--- config.mk ---
export PLATFORM = sky130hd
export DESIGN_NAME = serial_adder_flat
export DESIGN_NICKNAME = d
export VERILOG_FILES = /design/src/rtl/serial_adder_pkg.sv /design/src/rtl/serial_adder_if.sv /design/src/rtl/serial_adder_fa_cell.sv /design/src/rtl/serial_adder.sv /design/src/flat_wrapper.sv
export SDC_FILE = /design/constraint.sdc
export NUM_CORES = 1
export LEC_CHECK = 0
export BUFFER_PORTS_ARGS = -buffer_cell sky130_fd_sc_hd__buf_2
export CORE_AREA = 2 2 59 61
export CTS_CLUSTER_DIAMETER = 50
export DETAILED_ROUTE_END_ITERATION = 10
export DIE_AREA = 0 0 61 63
export GPL_ROUTABILITY_DRIVEN = 0
export PLACE_DENSITY = 0.7
export SYNTH_ARGS = -nofsm -noshare
export SYNTH_HDL_FRONTEND = slang
export SYNTH_HIERARCHICAL = 1
export SYNTH_SLANG_ARGS = --single-unit
--- constraint.sdc ---
create_clock -name clk -period 2.03 [get_ports clk]
set_input_delay 0.203 -clock clk [delete_from_list [all_inputs] [get_ports clk]]
set_output_delay 0.203 -clock clk [all_outputs]
set_load 0.02 [all_outputs]
--- src/rtl/serial_adder_pkg.sv ---
// Shared types and constants for the bit-serial adder/subtractor.
package serial_adder_pkg;

  typedef enum logic [1:0] {
    IDLE = 2'd0,
    RUN  = 2'd1,
    DONE = 2'd2
  } state_t;

  localparam logic MODE_ADD = 1'b0;
  localparam logic MODE_SUB = 1'b1;

endpackage

--- src/rtl/serial_adder_if.sv ---
// Operand/result bus of the serial adder with its start/busy/done handshake.
interface serial_adder_if #(
  parameter int WIDTH = 8
);
  logic             start;
  logic             sub;
  logic [WIDTH-1:0] a;
  logic [WIDTH-1:0] b;
  logic             cin;
  logic [WIDTH-1:0] sum;
  logic             cout;
  logic             overflow;
  logic             busy;
  logic             done;

  modport master (
    output start, sub, a, b, cin,
    input  sum, cout, overflow, busy, done
  );

  modport slave (
    input  start, sub, a, b, cin,
    output sum, cout, overflow, busy, done
  );
endinterface

--- src/rtl/serial_adder_fa_cell.sv ---
// Gate-level one-bit full adder: the only arithmetic cell of the serial adder.
module fa_cell (
  input  logic a,
  input  logic b,
  input  logic c,
  output logic s,
  output logic ca
);
  logic ab_x;
  logic ab_a;
  logic c_a;

  xor g_x0 (ab_x, a, b);
  xor g_x1 (s, ab_x, c);
  and g_a0 (ab_a, a, b);
  and g_a1 (c_a, ab_x, c);
  or  g_o0 (ca, ab_a, c_a);
endmodule

--- src/rtl/serial_adder.sv ---
// Bit-serial adder/subtractor: one full-adder cell plus a carry FF, one bit
// per clock, LSB first. Subtraction is a + ~b + 1.
module serial_adder
  import serial_adder_pkg::*;
#(
  parameter int WIDTH = 8
) (
  input logic           clk,
  input logic           rst,
  serial_adder_if.slave bus
);
  localparam int CNT_W = (WIDTH > 2) ? $clog2(WIDTH) : 1;
  localparam logic [CNT_W-1:0] CNT_LAST = CNT_W'(WIDTH - 1);

  state_t           state;
  state_t           state_nxt;
  logic [WIDTH-1:0] a_sr;
  logic [WIDTH-1:0] b_sr;
  logic [WIDTH-1:0] sum_r;
  logic [CNT_W-1:0] cnt;
  logic             carry_r;
  logic             cout_r;
  logic             ovf_r;
  logic             fa_s;
  logic             fa_ca;
  logic             accept;
  logic             last_bit;

  fa_cell u_fa (
    .a  (a_sr[0]),
    .b  (b_sr[0]),
    .c  (carry_r),
    .s  (fa_s),
    .ca (fa_ca)
  );

  assign accept   = bus.start && ((state == IDLE) || (state == DONE));
  assign last_bit = (cnt == CNT_LAST);

  // Next-state logic: start is only honoured outside RUN.
  always_comb begin
    state_nxt = state;
    unique case (state)
      IDLE:    if (bus.start) state_nxt = RUN;
      RUN:     if (last_bit)  state_nxt = DONE;
      DONE:    state_nxt = bus.start ? RUN : IDLE;
      default: state_nxt = IDLE;
    endcase
  end

  // State register.
  always_ff @(posedge clk) begin
    if (rst) state <= IDLE;
    else     state <= state_nxt;
  end

  // Operand load on accepted start, then one bit per RUN cycle.
  always_ff @(posedge clk) begin
    if (rst) begin
      a_sr    <= '0;
      b_sr    <= '0;
      sum_r   <= '0;
      cnt     <= '0;
      carry_r <= 1'b0;
      cout_r  <= 1'b0;
      ovf_r   <= 1'b0;
    end else if (accept) begin
      a_sr    <= bus.a;
      b_sr    <= (bus.sub == MODE_SUB) ? ~bus.b : bus.b;
      carry_r <= (bus.sub == MODE_SUB) ? 1'b1 : bus.cin;
      sum_r   <= '0;
      cnt     <= '0;
      cout_r  <= 1'b0;
      ovf_r   <= 1'b0;
    end else if (state == RUN) begin
      a_sr    <= {1'b0, a_sr[WIDTH-1:1]};
      b_sr    <= {1'b0, b_sr[WIDTH-1:1]};
      sum_r   <= {fa_s, sum_r[WIDTH-1:1]};
      carry_r <= fa_ca;
      cnt     <= cnt + CNT_W'(1);
      if (last_bit) begin
        cout_r <= fa_ca;
        // Signed overflow: carry into the MSB differs from carry out of it.
        ovf_r  <= carry_r ^ fa_ca;
      end
    end
  end

  assign bus.sum      = sum_r;
  assign bus.cout     = cout_r;
  assign bus.overflow = ovf_r;
  assign bus.busy     = (state == RUN);
  assign bus.done     = (state == DONE);

endmodule

--- src/flat_wrapper.sv ---
// flat-port wrapper written by rule: the top's interface ports become plain ports
module serial_adder_flat import serial_adder_pkg::*;
#(
  parameter int WIDTH = 8
)
  (clk, rst, bus_start, bus_sub, bus_a, bus_b, bus_cin, bus_sum, bus_cout, bus_overflow, bus_busy, bus_done);
  serial_adder_if #(.WIDTH(WIDTH)) bus_i ();
  input logic clk;
  input logic rst;
  input wire logic [$bits(bus_i.start)-1:0] bus_start;
  input wire logic [$bits(bus_i.sub)-1:0] bus_sub;
  input wire logic [$bits(bus_i.a)-1:0] bus_a;
  input wire logic [$bits(bus_i.b)-1:0] bus_b;
  input wire logic [$bits(bus_i.cin)-1:0] bus_cin;
  output wire logic [$bits(bus_i.sum)-1:0] bus_sum;
  output wire logic [$bits(bus_i.cout)-1:0] bus_cout;
  output wire logic [$bits(bus_i.overflow)-1:0] bus_overflow;
  output wire logic [$bits(bus_i.busy)-1:0] bus_busy;
  output wire logic [$bits(bus_i.done)-1:0] bus_done;
  assign bus_i.start = bus_start;
  assign bus_i.sub = bus_sub;
  assign bus_i.a = bus_a;
  assign bus_i.b = bus_b;
  assign bus_i.cin = bus_cin;
  assign bus_sum = bus_i.sum;
  assign bus_cout = bus_i.cout;
  assign bus_overflow = bus_i.overflow;
  assign bus_busy = bus_i.busy;
  assign bus_done = bus_i.done;
  serial_adder #(.WIDTH(WIDTH)) u_core (.clk(clk), .rst(rst), .bus(bus_i));
endmodule
### Yosys cells after proc, flatten, opt, wreduce, memory -nomap -nowiden

Index checks and enable logic that the tools add are counted.

* flip-flop bits (word level): 32
* latch bits: 0
* RAM bits: 0
* memory bits (read-only): 0
* input bits: 21
* memories: 0

* add/subtract/negate cells: 1
* multiply operators: 0
* div/mod/pow operators: 0
* magnitude comparators: 0
* equality and inequality tests: 5
* shifts and indexed selects: 0
* mux-type cells: 12
* bitwise operators: 7
* reduce and logical (&&, ||, !) cells: 7

Operator list (count)
* 8-bit two-way mux: 5
* 8-bit inverter: 1
* 2-bit one-hot mux with 3 select lines: 1
* 1-bit two-way mux: 4
* 2-bit two-way mux: 2
* 2-bit AND reduction: 2
* 3-bit by 1-bit adder with 3-bit output (second input constant): 1
* 3-bit == test (second input constant): 1
* 1-bit bitwise XOR: 3
* 1-bit bitwise AND: 2
* 2-bit by 1-bit == test with 1-bit output (second input constant): 1
* 2-bit == test (second input constant): 1
* 2-bit logical NOT: 1
* 2-bit by 1-bit != test with 1-bit output (second input constant): 1
* 2-bit != test (second input constant): 1
* 2-bit nonzero test: 1
* 2-bit OR reduction: 1
* 1-bit logical AND: 1
* 1-bit logical OR: 1
* 1-bit OR: 1

### Depth between registers and ports, before layout

* depth in word-level cells: 5
* depth in mapped cells: 6
* mapped depth without buffers: 5

### Modules after synthesis

Netlist, hierarchy kept.

Modules (own cells, without submodules)
* serial_adder: times used 1, cells an instance 157, area each 1368.8 um^2
* fa_cell: times used 1, cells an instance 1, area each 20.0 um^2

### Worst setup path after synthesis

Ideal clock, no wire load.

* kind: register -> register
* start: reg u_core.a_sr[0]
* end: reg u_core.ovf_r, in the netlist u_core/bus.overflow
* setup time: 70 ps
* data arrival time: 1124 ps
* data required time: 1960 ps
* setup slack: 837 ps
* cell stages (with the launch flop): 5
* period minus slack after synthesis: 1193 ps
* cells stage by stage: dfxtp_1 -> fa_1 -> xor2_1 -> nand3_1 -> a21oi_1

* word-level cells in the longest chain between the ends: 4
* elaborated cells on any way between the ends: 5

Ends and longest elaborated chain
* start: declaration: RTL line serial_adder.sv:17 `logic [WIDTH-1:0] a_sr;`
* start signal: assignment: RTL line serial_adder.sv:68 `a_sr <= bus.a;`
* start signal: assignment: RTL line serial_adder.sv:76 `a_sr <= {1'b0, a_sr[WIDTH-1:1]};`
* 1-bit bitwise XOR: RTL line serial_adder_fa_cell.sv:13 `xor g_x0 (ab_x, a, b);`
* 1-bit bitwise AND: RTL line serial_adder_fa_cell.sv:16 `and g_a1 (c_a, ab_x, c);`
* 1-bit OR *: RTL line serial_adder_fa_cell.sv:17 `or g_o0 (ca, ab_a, c_a);`
* named net u_core.fa_ca: RTL line serial_adder.sv:25 `logic fa_ca;`
* 1-bit bitwise XOR *: RTL line serial_adder.sv:84 `ovf_r <= carry_r ^ fa_ca;`
* end signal: assignment: RTL line serial_adder.sv:84
* end: declaration: RTL line serial_adder.sv:23 `logic ovf_r;`

The timed path passes the listed nets; every way through them passes the cells marked *.
A chain may end at the register's enable or synchronous reset.

### Worst setup path in the final report

* start: reg u_core.state[1]
* end: out bus_busy

* word-level cells in the longest chain between the ends: 1

Ends and longest elaborated chain
* start: declaration: RTL line serial_adder.sv:15 `state_t state;`
* start signal: assignment: RTL line serial_adder.sv:54 `else state <= state_nxt;`
* 2-bit by 1-bit == test with 1-bit output: RTL line serial_adder.sv:92 `assign bus.busy = (state == RUN);`
* end: declaration: RTL line flat_wrapper.sv:18 `output wire logic [$bits(bus_i.busy)-1:0] bus_busy;`

Every way passes these cells.

==> out/metrics.cfg <==
[status]
outcome = completed

[timing]
hold_viol_final = 0
fin_crit_sh = 0.754
slew_headroom = 0.638
tightest_slew_ns = 0.542
fin_skew_ns = 0.00262
rsz0062_at_grt = false
max_freq_ghz = 0.654
holdWs_ns = 0.168
final.setup.tns_ns = 0
setup_violations = 0
slew_viol_final = 0
period_minus_slack_ns = 1.53
setup_ws_ns = 0.500

[synth]
syn_area_sq_mm = 0.00139
synth-async-reset-ratio = 0
yosysWarningCount = 6
avgSynthCellArea_sq_um = 8.79
synth_seq_cells = 32
synth.distinct_cells = 27
ys.flop_type = dfxtp_1
synth-edff-count = 0
synth_cells = 158
ys_seq_area_frac = 0.461
syn_nets = 182

[critical_path]
path_cells = nand2b_1 > inv_4 > buf_2
crit_type = register to primary output
crit_cells = 3
cp.required_ns = 1.83
slowest_delay_ns = 0.32
crit_path_end_kind = primary output
path_buf_inv = 2
arrival_ns = 1.33
timing.rr.end = u_core/carry_r
startpoint_type = register
r2r_cells = 3
r2r_slack_ns = 0.71
reg2reg_from = u_core/state[0]
path_max_fanout = 30
crit_family = buffers and inverters
slowest_stage = dfxtp_1

[route]
vias = 1179
viasPerCell = 5.08
drt_wl_total_mm = 2.76
ant_nets = 0
drc = 0
detail_route.wl_per_cell_um = 11.9
drtIter0Drc = 40
drt_pre_antenna_iters = 4

[cts]
cts_buffers = 5
cts_resized = 0
clockBufferDepth = 2
cts_root_buf = clkbuf_4
cts_tree = done
clk_pin_slew_ns = 0.09
cts_num_sinks = 32
ctsHoldBuffers = 0
clk-insertion-delay-late_ns = 0.32
post_cts_buffers = 0
h-tree-depth = 2

[cells_and_area]
n_antenna_cell = 0
final_cell_count_no_fill = 232
layout.nets = 209
drive_above_1_share = 0.231
area_growth_pct = 13.4

[grt]
grt_pass1_wl_mm = 4.58
antenna_found_initial = 0
first_global_vias = 1081
grt_overflow = 0
grt_usage = 0.156
grt_max_degree = 31

[flow_run]
cap_violations = 0

[placement]
hpwl_mm = 1.92
dp_cells = 224
pre_cts_ws_ns = 0.725
io_buffers = 32

[die]
dieHeight_um = 63
rows = 21
die_area_sq_mm = 0.00384
core_sq_mm = 0.00323
initial_core_util = 0.430
io_pins = 33
die_width_um = 61

[power_and_ir_drop]
power.static_leakage_nw = 0.646
ir_drop_uv = 402
powerDensity_mw_per_mm2 = 786

[worst_hold_path]
holdPathEnd = u_core/a_sr[0]
hold_class = input pin to register
holdCritStartpoint = bus_a[0]
holdPathStages = 3

==> cell usage after synthesis (2+ instances only) <==
| cell type | count | area, sq um |
|---|---|---|
| a21oi_1 | 15 | 75.1 |
| a22oi_1 | 2 | 15.0 |
| and2b_1 | 2 | 15.0 |
| buf_2 | 6 | 30.0 |
| buf_4 | 3 | 22.5 |
| buf_6 | 3 | 33.8 |
| dfxtp_1 | 32 | 641 |
| ha_1 | 2 | 25.0 |
| nand2_1 | 25 | 93.8 |
| nand2b_1 | 3 | 18.8 |
| nand3_1 | 6 | 30.0 |
| nor2_1 | 4 | 15.0 |
| nor3_1 | 23 | 115 |
| o22ai_1 | 11 | 68.8 |
| xor2_1 | 9 | 78.8 |
==> where the power goes <==
group / total, mW / internal, mW / leakage [nW] / switching, mW
clock network: 0.364 / 0.171 / 0.0326 / 0.193
registers: 0.688 / 0.665 / 0.262 / 0.0230
logic: 0.186 / 0.0772 / 0.351 / 0.109
total: 1.24 / 0.913 / 0.646 / 0.325
==> area by class of cell <==
class                      count  area, sq um
fill                         337         1660
inverter                       1         6.26
multi-input combinational    111          637
tap                           46         57.6
sequential                    32          641
timing repair buffer          34          175
clock buffer                   8         58.8
==> cells in the final DEF (no fill, tap or decap), types with 3 or more instances in the layout <==
| cell type | synthesis | routed |
|---|---|---|
| clkbuf_4 | 0 | 5 |
| nand2_1 | 25 | 25 |
| dfxtp_1 | 32 | 32 |
| nand3_1 | 6 | 6 |
| xor2_1 | 9 | 9 |
| nor3_1 | 23 | 23 |
| nor2_1 | 4 | 4 |
| o22ai_1 | 11 | 11 |
| a21oi_1 | 15 | 15 |
| buf_2 | 6 | 32 |
| nand2b_1 | 3 | 3 |
==> state kept, by name, indices dropped and copies added, names as in the netlist <==
signal and flops:
u_core/carry_r 1, u_core/bus.sum 8, u_core/cnt 3, u_core/bus.overflow 1
u_core/state 2, u_core/b_sr 8, u_core/bus.cout 1, u_core/a_sr 8
==> tightest hold or removal path, cell delays in order <==
cell and delay [ns]:
buf_2 0.08, a22oi_1 0.06, a21oi_1 0.11
==> metal layers <==
metal / track usage / wire (um)
met4: 0.0571 / 37
met5: 0 / 0
met3: 0.0600 / 160
met1: 0.175 / 1220
met2: 0.261 / 1340
==> per-stage QoR <==
stage               utilization  cell area [sq um]  power [mW]
floorplan                     -               1390       0.857
global placement          0.469               1520       0.881
detailed placement        0.469               1520       0.890
CTS                       0.487               1580        1.26
global route              0.487               1580        1.32
finish                    0.487               1580        1.24
==> worst max path at each step <==
stage               startpoint                  end  slack (ns)
2_1_floorplan   u_core/a_sr[0]  u_core/bus.overflow        0.84
3_3_place_gp   u_core/state[0]       u_core/a_sr[7]        0.75
3_5_place_dp   u_core/state[0]    u_core/bus.sum[5]        0.72
4_1_cts        u_core/state[0]             bus_busy        0.49
5_1_grt        u_core/state[0]             bus_busy        0.40
6_report       u_core/state[1]             bus_busy        0.50
==> cells by family after synthesis <==
| family | synth area share |
|---|---|
| compound gates | 0.139 |
| buf+inv | 0.0802 |
| fa+ha+maj | 0.0324 |
| xor+xnor | 0.0631 |
| mux | 0.00721 |
| flops | 0.461 |
| simple gates | 0.217 |
Note: power is estimated with default switching activity, not from simulation.
